`src/rtl/fp_pkg.sv`:
```
// Shared floating-point definitions for the min/max stream units.
// Default widths, state encoding, NaN detect and canonical quiet NaN.
package fp_pkg;
  localparam int NEXP = 8;
  localparam int NSIG = 23;
  localparam int W    = NEXP + NSIG + 1;

  typedef enum logic [1:0] {
    IDLE = 2'd0,
    ACC  = 2'd1,
    HOLD = 2'd2
  } state_t;

  localparam logic [W-1:0] QNAN = {1'b0, {NEXP{1'b1}}, 1'b1, {(NSIG-1){1'b0}}};

  function automatic logic is_nan(input logic [W-1:0] x);
    return (x[W-2:NSIG] == {NEXP{1'b1}}) && (x[NSIG-1:0] != '0);
  endfunction
endpackage

```
`src/rtl/fp_lt_cmp.sv`:
```
// Combinational a < b under a total order on IEEE-754 encodings (-0 < +0).
// Shared between the min and max stream units.
module fp_lt_cmp
  import fp_pkg::*;
#(
  parameter int NEXP = fp_pkg::NEXP,
  parameter int NSIG = fp_pkg::NSIG
) (
  input  logic [NEXP+NSIG:0] a,
  input  logic [NEXP+NSIG:0] b,
  output logic               lt
);
  localparam int WD = NEXP + NSIG + 1;

  logic              sa;
  logic              sb;
  logic [WD-2:0]     ma;
  logic [WD-2:0]     mb;

  assign sa = a[WD-1];
  assign sb = b[WD-1];
  assign ma = a[WD-2:0];
  assign mb = b[WD-2:0];

  always_comb begin
    lt = 1'b0;
    if (sa != sb)
      lt = sa;
    else if (!sa)
      lt = (ma < mb);
    else
      lt = (ma > mb);  // negatives: larger magnitude is smaller
  end
endmodule

```
`src/rtl/fp_min_stream.sv`:
```
// Streaming running-minimum tracker over valid/ready frames; emits min, index and count.
// Optional NaN tracking is enabled by defining FP_MIN_NAN_CHECK_EN.
module fp_min_stream
  import fp_pkg::*;
#(
  parameter int NEXP = fp_pkg::NEXP,
  parameter int NSIG = fp_pkg::NSIG,
  parameter int IDXW = 8
) (
  input  logic                clk,
  input  logic                rst_n,
  input  logic                in_valid,
  output logic                in_ready,
  input  logic [NEXP+NSIG:0]  in_data,
  input  logic                in_last,
  output logic                out_valid,
  input  logic                out_ready,
  output logic [NEXP+NSIG:0]  out_min,
  output logic [IDXW-1:0]     out_idx,
  output logic [IDXW-1:0]     out_count,
  output logic                out_ovf,
  output logic                out_nan
);
  localparam int WD = NEXP + NSIG + 1;

  state_t            state;
  logic [WD-1:0]     min_r;
  logic [IDXW-1:0]   idx_r;
  logic [IDXW-1:0]   cnt_r;
  logic [IDXW-1:0]   cnt_nxt;
  logic              ovf_r;
  logic              nan_r;
  logic              take;
  logic              lt;

  assign in_ready  = (state != HOLD);
  assign out_valid = (state == HOLD);
  assign take      = in_valid && in_ready;
  assign cnt_nxt   = cnt_r + IDXW'(1);

  fp_lt_cmp #(.NEXP(NEXP), .NSIG(NSIG)) u_lt_cmp (
    .a  (in_data),
    .b  (min_r),
    .lt (lt)
  );

  always_ff @(posedge clk or negedge rst_n) begin
    if (!rst_n) begin
      state <= IDLE;
      min_r <= '0;
      idx_r <= '0;
      cnt_r <= '0;
      ovf_r <= 1'b0;
      nan_r <= 1'b0;
    end else begin
      case (state)
        IDLE: begin
          if (take) begin
            min_r <= in_data;
            idx_r <= '0;
            cnt_r <= '0;
            ovf_r <= 1'b0;
            nan_r <= 1'b0;
`ifdef FP_MIN_NAN_CHECK_EN
            if (is_nan(in_data)) begin
              min_r <= QNAN;
              nan_r <= 1'b1;
            end
`endif
            state <= in_last ? HOLD : ACC;
          end
        end
        ACC: begin
          if (take) begin
            cnt_r <= cnt_nxt;
            if (cnt_r == '1)
              ovf_r <= 1'b1;
`ifdef FP_MIN_NAN_CHECK_EN
            // once a NaN is captured it pins the result for the rest of the frame
            if (!nan_r) begin
              if (is_nan(in_data)) begin
                min_r <= QNAN;
                idx_r <= cnt_nxt;
                nan_r <= 1'b1;
              end else if (lt) begin
                min_r <= in_data;
                idx_r <= cnt_nxt;
              end
            end
`else
            if (lt) begin
              min_r <= in_data;
              idx_r <= cnt_nxt;
            end
`endif
            if (in_last)
              state <= HOLD;
          end
        end
        HOLD: begin
          if (out_ready) begin
            state <= IDLE;
            min_r <= '0;
            idx_r <= '0;
            cnt_r <= '0;
            ovf_r <= 1'b0;
            nan_r <= 1'b0;
          end
        end
        default: state <= IDLE;
      endcase
    end
  end

  assign out_min   = min_r;
  assign out_idx   = idx_r;
  assign out_count = cnt_r;
  assign out_ovf   = ovf_r;
  assign out_nan   = nan_r;
endmodule

```
`config.mk`:
```
export PLATFORM = sky130hd
export DESIGN_NAME = fp_min_stream
export DESIGN_NICKNAME = d
export VERILOG_FILES = /design/src/rtl/fp_pkg.sv /design/src/rtl/fp_lt_cmp.sv /design/src/rtl/fp_min_stream.sv
export SDC_FILE = /design/constraint.sdc
export NUM_CORES = 1
export LEC_CHECK = 0
export CORE_ASPECT_RATIO = 0.9
export CORE_MARGIN = 2
export CORE_UTILIZATION = 40
export DETAILED_ROUTE_END_ITERATION = 8
export PLACE_DENSITY = 0.69
export SYNTH_ARGS = -nofsm -noshare
export SYNTH_HDL_FRONTEND = slang
export SYNTH_SLANG_ARGS = --single-unit
```
`constraint.sdc`:
```
create_clock -name clk -period 4.1 [get_ports clk]
set_input_delay 0.615 -clock clk [delete_from_list [all_inputs] [get_ports clk]]
set_output_delay 0.615 -clock clk [all_outputs]
set_load 0.01 [all_outputs]
```
# Word-level counts from Yosys, hierarchy flattened
# Index checks and enable logic that the tools add are counted.
totals:
  ff_bits: 52
  inputBits: 37
  out_inout_bits: 52
  word_cells: 55
op_classes:
  addsub: 1
  n_lt_le_gt_ge: 2
  n_eq_ne: 11
  muxes: 26
  n_reduce_logical: 9
ops:
  columns: ["op", "count"]
  rows:
  - ["32-bit 2-to-1 mux", 4]
  - ["32-bit case mux with 3 select lines", 1]
  - ["8-bit case mux with 3 select lines", 2]
  - ["8-bit 2-to-1 mux", 5]
  - ["31-bit greater-than comparator", 1]
  - ["31-bit < comparator", 1]
  - ["2-bit inequality test (second input constant)", 6]
  - ["2-bit 2-to-1 mux", 5]
  - ["5-bit AND reduction", 2]
  - ["8-bit by 1-bit adder with 8-bit output (second input constant)", 1]
  - ["8-bit equality test (second input constant)", 1]
  - ["4-bit AND reduction", 2]
  - ["1-bit 2-to-1 mux", 6]
  - ["2-bit case mux with 3 select lines", 1]
  - ["1-bit case mux with 3 select lines", 1]
  - ["3-bit AND reduction", 1]
  - ["3-bit nonzero test", 1]
  - ["2-bit by 1-bit equality test with 1-bit output (second input constant)", 1]
  - ["2-bit equality test (second input constant)", 1]
  - ["2-bit zero test", 1]
  - ["2-bit by 1-bit inequality test with 1-bit output (second input constant)", 1]
  - ["1-bit case mux with 2 select lines", 1]
  - ["2-bit nonzero test", 1]
  - ["1-bit logical AND", 1]
  - ["1-bit inequality test", 1]

# Depth between registers and ports, before layout
# Gate-level depths: netlist (run 1).
logic_depth:
  depth_word: 6
  ltp_mapped: 10

# Cells and area by module
# From an unflattened synthesis (run 1), not the netlist that was laid out.
hier_totals:
  cells_unflattened: 365
  hier_area_um2: 3294.4
modules_own_cells:
  columns: ["mod", "n_inst", "cells_per_inst", "area_each_um2"]
  rows:
  - ["fp_min_stream", 1, 248, 2464.9]
  - ["fp_lt_cmp", 1, 117, 829.5]

# Least setup slack after synthesis (run 1)
# No wires, ideal clock.
synth_path:
  path_type: "input to register"
  startpoint: "in in_data[29]"
  endpoint: "reg idx_r[0] (netlist: out_idx[0])"
  setup_time_ps: 128
  arrival_time_ps: 2626
  required_time_ps: 3972
  slack_ps: 1346
  cell_stages: 9
  path_buffers: 1
  cell_sequence: "ha_1 a21oi_1 nand2_1 a221o_1 a211oi_1 a21oi_1 o32ai_2 buf_4 mux2_1"
synth_via:
  elab_chain_cells: 5
  word_cells_on_any_way: 6
synth_rtl:
  columns: ["item", "line_no", "text"]
  rows:
  - ["start: declaration", "fp_min_stream.sv:14", "input logic [NEXP+NSIG:0] in_data,"]
  - ["31-bit < comparator / 31-bit greater-than comparator (equally long branches)", "fp_lt_cmp.sv:30, fp_lt_cmp.sv:32", null]
  - ["1-bit 2-to-1 mux *", "fp_lt_cmp.sv:29", "else if (!sa)"]
  - ["1-bit 2-to-1 mux *", "fp_lt_cmp.sv:27", "if (sa != sb)"]
  - ["2-bit inequality test (no source line) *", null, null]
  - ["5-bit AND reduction (no source line) *", null, null]
  - ["end signal: assignment", "fp_min_stream.sv:93", "idx_r <= cnt_nxt;"]
  - ["end: declaration", "fp_min_stream.sv:28", "logic [IDXW-1:0] idx_r;"]
# Every way passes the cells marked *; elsewhere a longest branch is shown, timed or not.
# A chain may end at the register's enable or synchronous reset.

# Final worst setup path (run 1)
layout_path:
  startpoint: "in in_data[22]"
  endpoint: "reg idx_r[3] (netlist: out_idx[3])"
# The elaborated chain is that of the path after synthesis.

==> flow_summary_export.csv, run 1 <==
group,metric,value,unit
outcome,outcome,"finished, final reports clean",
power_and_ir_drop,combPwrFrac,47.4,%
clock_network,cts_setup_buffers,0,
sta,setup_viol,0,
yosys,synth_area,3030,um2
setup_path,max_stage_delay,430,ps
yosys,synth-edff-count,0,
route,wirelength,6890,um
yosys,synthTopCellsByCount,"dfrtp_1 (51), nand2_1 (46), inv_1 (35)",
final_layout,nNetsFinal,471,
yosys,ys_types,34,
sta,fin_tns_setup,0,ps
clock_network,clkLatencyLatePin,300,ps
setup_path,cp_num_buf_inv,2,
setup_path,crit_fanout,28,
sta,fmax,0.314,GHz
route,vias_per_cell,4.97,
clock_network,cts_made_buffers,5,
setup_path,critPathCaptureType,"register",
setup_path,path_cells,"clkdlybuf4s50_1 > ha_1 > a21oi_1 > o21ai_0 > a221o_1 > a211oi_1 > a21oi_1 > o32ai_4 > buf_12 > mux2_1",
power_and_ir_drop,worst_ir_drop_vdd,0.202,mV
clock_network,htreeDepth,2,
setup_path,r2r_start,"out_min[22]",
yosys,yosys.area_share.xor_xnor,1.73,%
setup_path,path_class,"in2reg",
placement,port_buffers,87,
flow_run,max_cap_violations,0,
clock_network,cts.clk_slew.worst_paths,90,ps
yosys,synthAdderAreaFrac,13.2,%
power_and_ir_drop,p_per_area,462,nW/um2
route,vias,2474,
setup_path,ff2ff_setup_slack,1280,ps
setup_path,crit_arrival,3360,ps
placement,dpl.hpwl,5280,um
yosys,ys_warn_count,0,
clock_network,clockRootBuffer,"clkbuf_8",
grt,grt_use_total,17.5,%
sta,fin_skew,11.2,ps
floorplan,ios,89,
yosys,synth.avg_cell_area,9.65,um2
setup_path,r2r_end,"out_idx[3]",
power_and_ir_drop,cellLeakagePower,2.00,nW
route,ant_nets,0,
yosys,ys_ff_latch,51,
setup_path,crit_top_cell,"a21oi_1",
grt,grt.overflow.total,0,
setup_path,worst_setup_path_start_kind,"input pin",
floorplan,die_h,86.6,um
setup_path,critPathLaunch,"in_data[22]",
sta,fin_hold_ws,175,ps
hold_path,hold_class,"in2async",
final_layout,drive_gt1_share,4.23,%
setup_path,critPathCapture,"out_idx[3]",
power_and_ir_drop,sw_frac_of_total,35.5,%
grt,grt_pass1_wl,11500,um
yosys,synth-simple-area-share,13.6,%
setup_path,path_delay_family,"compound AO/OA/AOI/OAI gates",
power_and_ir_drop,intPower,1.22,mW
route,drtIter0Drc,68,
setup_path,crit_required,4280,ps
floorplan,dieArea,8290,um2
setup_path,path_depth,10,
clock_network,cts_tree,"done",
sta,hold_viol_final,0,
grt,antenna_found_initial,0,
route,firstDrtPassIters,4,
yosys,synth.area.top_cells,"dfrtp_1 (42%), ha_1 (13%), mux2i_1 (11%), nand2_1 (5.7%), inv_1 (4.3%)",
sta,worstMarginPinSlew,552,ps
floorplan,initial_core_util,40.8,%
floorplan,rows,30,
route,drc,0,
clock_network,cts-hold-fix-buffers,0,
power_and_ir_drop,power_frac_seq,36.9,%
yosys,synth_top_family_by_area,"multiplexers",
yosys,synth_mux_area_share,13.9,%
clock_network,cts_resized,0,
final_layout,antenna_cells,0,
placement,gp_congestion,0.799,
final_layout,area_growth,35.5,%
power_and_ir_drop,clockPowerShare,15.6,%
yosys,synth_most_common_cell,"dfrtp_1",
sta,grt_setup_unrepaired,"no",
yosys,synth_largest_area_cell,"dfrtp_1",
floorplan,fp.dieW,95.8,um
yosys,synth-compound-area-share,8.96,%
grt,grt_pass1_vias,2415,
power_and_ir_drop,p_sw,0.674,mW
sta,finalCriticalPeriod,3180,ps
yosys,synthCells,314,
clock_network,cts.path.max_buffers,2,
setup_path,reg2reg_depth,10,
yosys,ys.flop_type,"dfrtp_1",
yosys,ys_seq_area_share,42.1,%
grt,grt_max_degree,41,
route,wire_per_inst,13.8,um
sta,slew_violations,0,
yosys,syn-num-nets,383,
sta,finalCritPeriodShare,77.6,%
yosys,synth_top_area_share,42.1,%
final_layout,fill_cells,678,
yosys,async_flop_share,100,%
sta,slew-limit-headroom,63.2,%
clock_network,clock-sinks,51,
setup_path,crit_path_top_delay_cell,"clkdlybuf4s50_1",
floorplan,core,7430,um2
==> cell usage in the layout, fill, tap and decap left out, types with 5 or more instances in the layout <==
cell type         n
xnor2_1           5
a21oi_1          16
ha_1             32
dfrtp_1          51
nor2_1           21
mux2i_1          32
mux2_1            8
nand3_1           5
nand4_1           7
clkdlybuf4s50_1  86
inv_1            35
clkbuf_8          6
nand2_1          46
o21ai_0          16
and3_1            6
==> flip-flops by register name, indices dropped and copies added, names as in the netlist <==
register and cells:
out_min 32, state 2, out_ovf 1, out_idx 8, out_count 8
==> power groups by stage <==
| stage | registers, mW | clock network (mW) | logic [mW] |
|---|---|---|---|
| 2_1_floorplan | 0.757 | 0 | 0.441 |
| 3_3_place_gp | 0.710 | 0 | 0.890 |
| 3_5_place_dp | 0.712 | 0 | 0.906 |
| 4_1_cts | 0.703 | 0.308 | 0.912 |
| 5_1_grt | 0.717 | 0.331 | 1.01 |
| 6_report | 0.701 | 0.297 | 0.901 |
==> routing by layer <==
| layer | GRT usage, % | wire, um | part of all wire [%] |
|---|---|---|---|
| met5 | 0 | 0 | 0 |
| met4 | 3.12 | 40 | 0.58 |
| met3 | 3.83 | 409 | 5.9 |
| met2 | 25.5 | 2770 | 40 |
| met1 | 26.8 | 3670 | 53 |
==> worst min-delay path by stage <==
| stage | endpoint |
|---|---|
| 3_3_place_gp | out_idx[3] |
| 5_1_grt | out_min[8] |
| 6_report | out_min[8] |
| 4_1_cts | out_min[8] |
| 3_5_place_dp | out_idx[2] |
| 2_1_floorplan | out_count[0] |
==> final cells by class <==
class / count / area (um2) / area share, %
Clock buffer: 6 / 82.6 / 2.01
Timing Repair Buffer: 92 / 916 / 22.3
Inverter: 35 / 131 / 3.20
Multi-Input combinational cell: 217 / 1570 / 38.3
Clock inverter: 1 / 5.00 / 0.122
Tap cell: 96 / 120 / 2.93
Sequential cell: 51 / 1280 / 31.1
==> stage by stage <==
step | util, % | std cells | setup WS, ps | cell area (um2) | total power [mW]
final | 55.2 | 498 | 920 | 4110 | 1.90
after CTS | 55.2 | 498 | 911 | 4110 | 1.92
after floorplan | - | 314 | 1350 | 3030 | 1.20
after global placement | 54.1 | 491 | 686 | 4020 | 1.60
after global routing | 55.2 | 498 | 760 | 4110 | 2.05
after detailed placement | 54.1 | 491 | 602 | 4020 | 1.62
==> kinds of logic after synthesis <==
group,after synthesis
AND/OR/NAND/NOR,93
flip-flops,51
buffers and inverters,46
AO/OA/AOI/OAI,44
multiplexers,41
adder cells (fa/ha/maj),32
XOR/XNOR,6
other,1
(Power assumes the default switching activity.)
==> inputs of run 2 (changes only) <==
- clock period: 4.1 -> 3 ns (I/O delays scaled with it)
==> flow_summary_export.csv, run 2 (synthesis gave the netlist of run 1 again) <==
group,metric,value,unit
sta,fmax,0.349,GHz
route,drtIter0Drc,101,
route,firstDrtPassIters,4,
sta,finalCriticalPeriod,2870,ps
setup_path,worst_setup_path_start_kind,"input pin",
setup_path,critPathCaptureType,"register",
hold_path,hold_class,"in2async",
sta,slew_violations,0,
final_layout,largest_reg_flops,32,
setup_path,crit_required,3220,ps
final_layout,nNetsFinal,485,
grt,grt_use_total,17.2,%
clock_network,cts.path.max_buffers,2,
sta,finalCritPeriodShare,95.6,%
clock_network,clock-sinks,51,
clock_network,cts_made_buffers,5,
placement,port_buffers,87,
sta,worstMarginPinSlew,739,ps
outcome,outcome,"finished, final reports clean",
floorplan,dieArea,8290,um2
placement,dpl_worst_slack,-253,ps
route,drc,0,
route,vias_per_cell,4.96,
flow_run,max_cap_violations,0,
clock_network,cts-hold-fix-buffers,0,
floorplan,core,7430,um2
sta,slew-limit-headroom,50.7,%
route,wire_per_inst,14.0,um
floorplan,initial_core_util,40.8,%
final_layout,final_common_cell,"clkdlybuf4s50_1",
power_and_ir_drop,cellLeakagePower,2.08,nW
sta,hold_viol_final,0,
clock_network,cts.clk_slew.worst_paths,90,ps
grt,grt_pass1_wl,11400,um
grt,grt_max_degree,52,
floorplan,ios,89,
route,wirelength,7170,um
setup_path,path_class,"in2reg",
route,vias,2540,
placement,gp_congestion,0.807,
final_layout,final_cell_area,4260,um2
sta,fin_hold_ws,255,ps
clock_network,clkLatencyLatePin,300,ps
placement,dpl-instance-area,4120,um2
clock_network,htreeDepth,2,
final_layout,area_growth,40.5,%
final_layout,drive_gt1_share,7.93,%
clock_network,cts_tree,"done",
floorplan,die_h,86.6,um
grt,grt.overflow.total,0,
power_and_ir_drop,worst_ir_drop_vdd,0.349,mV
grt,grt_pass1_vias,2495,
floorplan,fp.dieW,95.8,um
final_layout,antenna_cells,0,
setup_path,crit_fanout,9,
sta,setup_viol,0,
final_layout,final_cell_mix,"clkdlybuf4s50_1 (86), dfrtp_1 (51), nand2_1 (46), inv_1 (35)",
final_layout,fill_cells,682,
power_and_ir_drop,finalPower,2.71,mW
route,ant_nets,0,
setup_path,crit_arrival,3080,ps
placement,dpl.hpwl,5380,um
sta,setup_ws,132,ps
setup_path,reg2reg_depth,12,
final_layout,final_util,57.3,%
floorplan,rows,30,
grt,antenna_found_initial,0,
clock_network,clockRootBuffer,"clkbuf_8",
power_and_ir_drop,p_per_area,637,nW/um2
sta,fin_skew,6.39,ps
## run 2: layer usage
metal	GRT usage, %	part of all wire, %
met2	26.1	44
met4	3.64	0.33
met3	4.70	6.8
met1	24.6	49
met5	0	0
## run 2: final cells by class
class                      instances  area, um2  share of cell area, %
multi-input combinational        217       1580                   37.2
sequential                        51       1280                   30.0
timing repair buffer             106       1060                   24.9
inverter                          35        131                   3.09
tap                               96        120                   2.82
clock buffer                       6       82.6                   1.94
clock inverter                     1       5.00                  0.118
## run 2: repair_timing
action                     in CTS  in global routing
setup buffers                   0                  1
setup endpoints to repair       0                 36
gates resized for setup         0                  4
## run 2: where the power goes
part | leakage, nW | internal, mW | switching, mW
sequential | 0.651 | 0.852 | 0.105
clock | 0.0470 | 0.182 | 0.224
combinational | 1.38 | 0.727 | 0.621
total | 2.08 | 1.76 | 0.949
## run 2: stage by stage
step | TNS, ps | std cells
2_1_floorplan | 0 | 314
3_3_place_gp | -6030 | 503
3_5_place_dp | -8150 | 503
4_1_cts | 0 | 510
5_1_grt | -18.5 | 512
6_report | 0 | 512
## run 2: worst max-delay path: stages
cell             delay (ps)
clkdlybuf4s50_1         430
ha_1                    310
buf_4                   110
nand4_1                 150
buf_4                   180
nor3_1                  210
a211oi_2                120
and3_1                  210
o32ai_4                 310
buf_6                   210
clkbuf_16               170
mux2i_1                 220
## run 2: final timing paths
path / from / end / slack [ps]
max: in_data[20] / out_min[4] / 130
min: rst_n / out_min[5] / 250
max reg2reg: out_min[20] / out_min[4] / 320
min reg2reg: out_idx[2] / out_idx[2] / 500
max in group asynchronous: rst_n / out_min[7] / 2300
min in group clk: out_idx[2] / out_idx[2] / 500
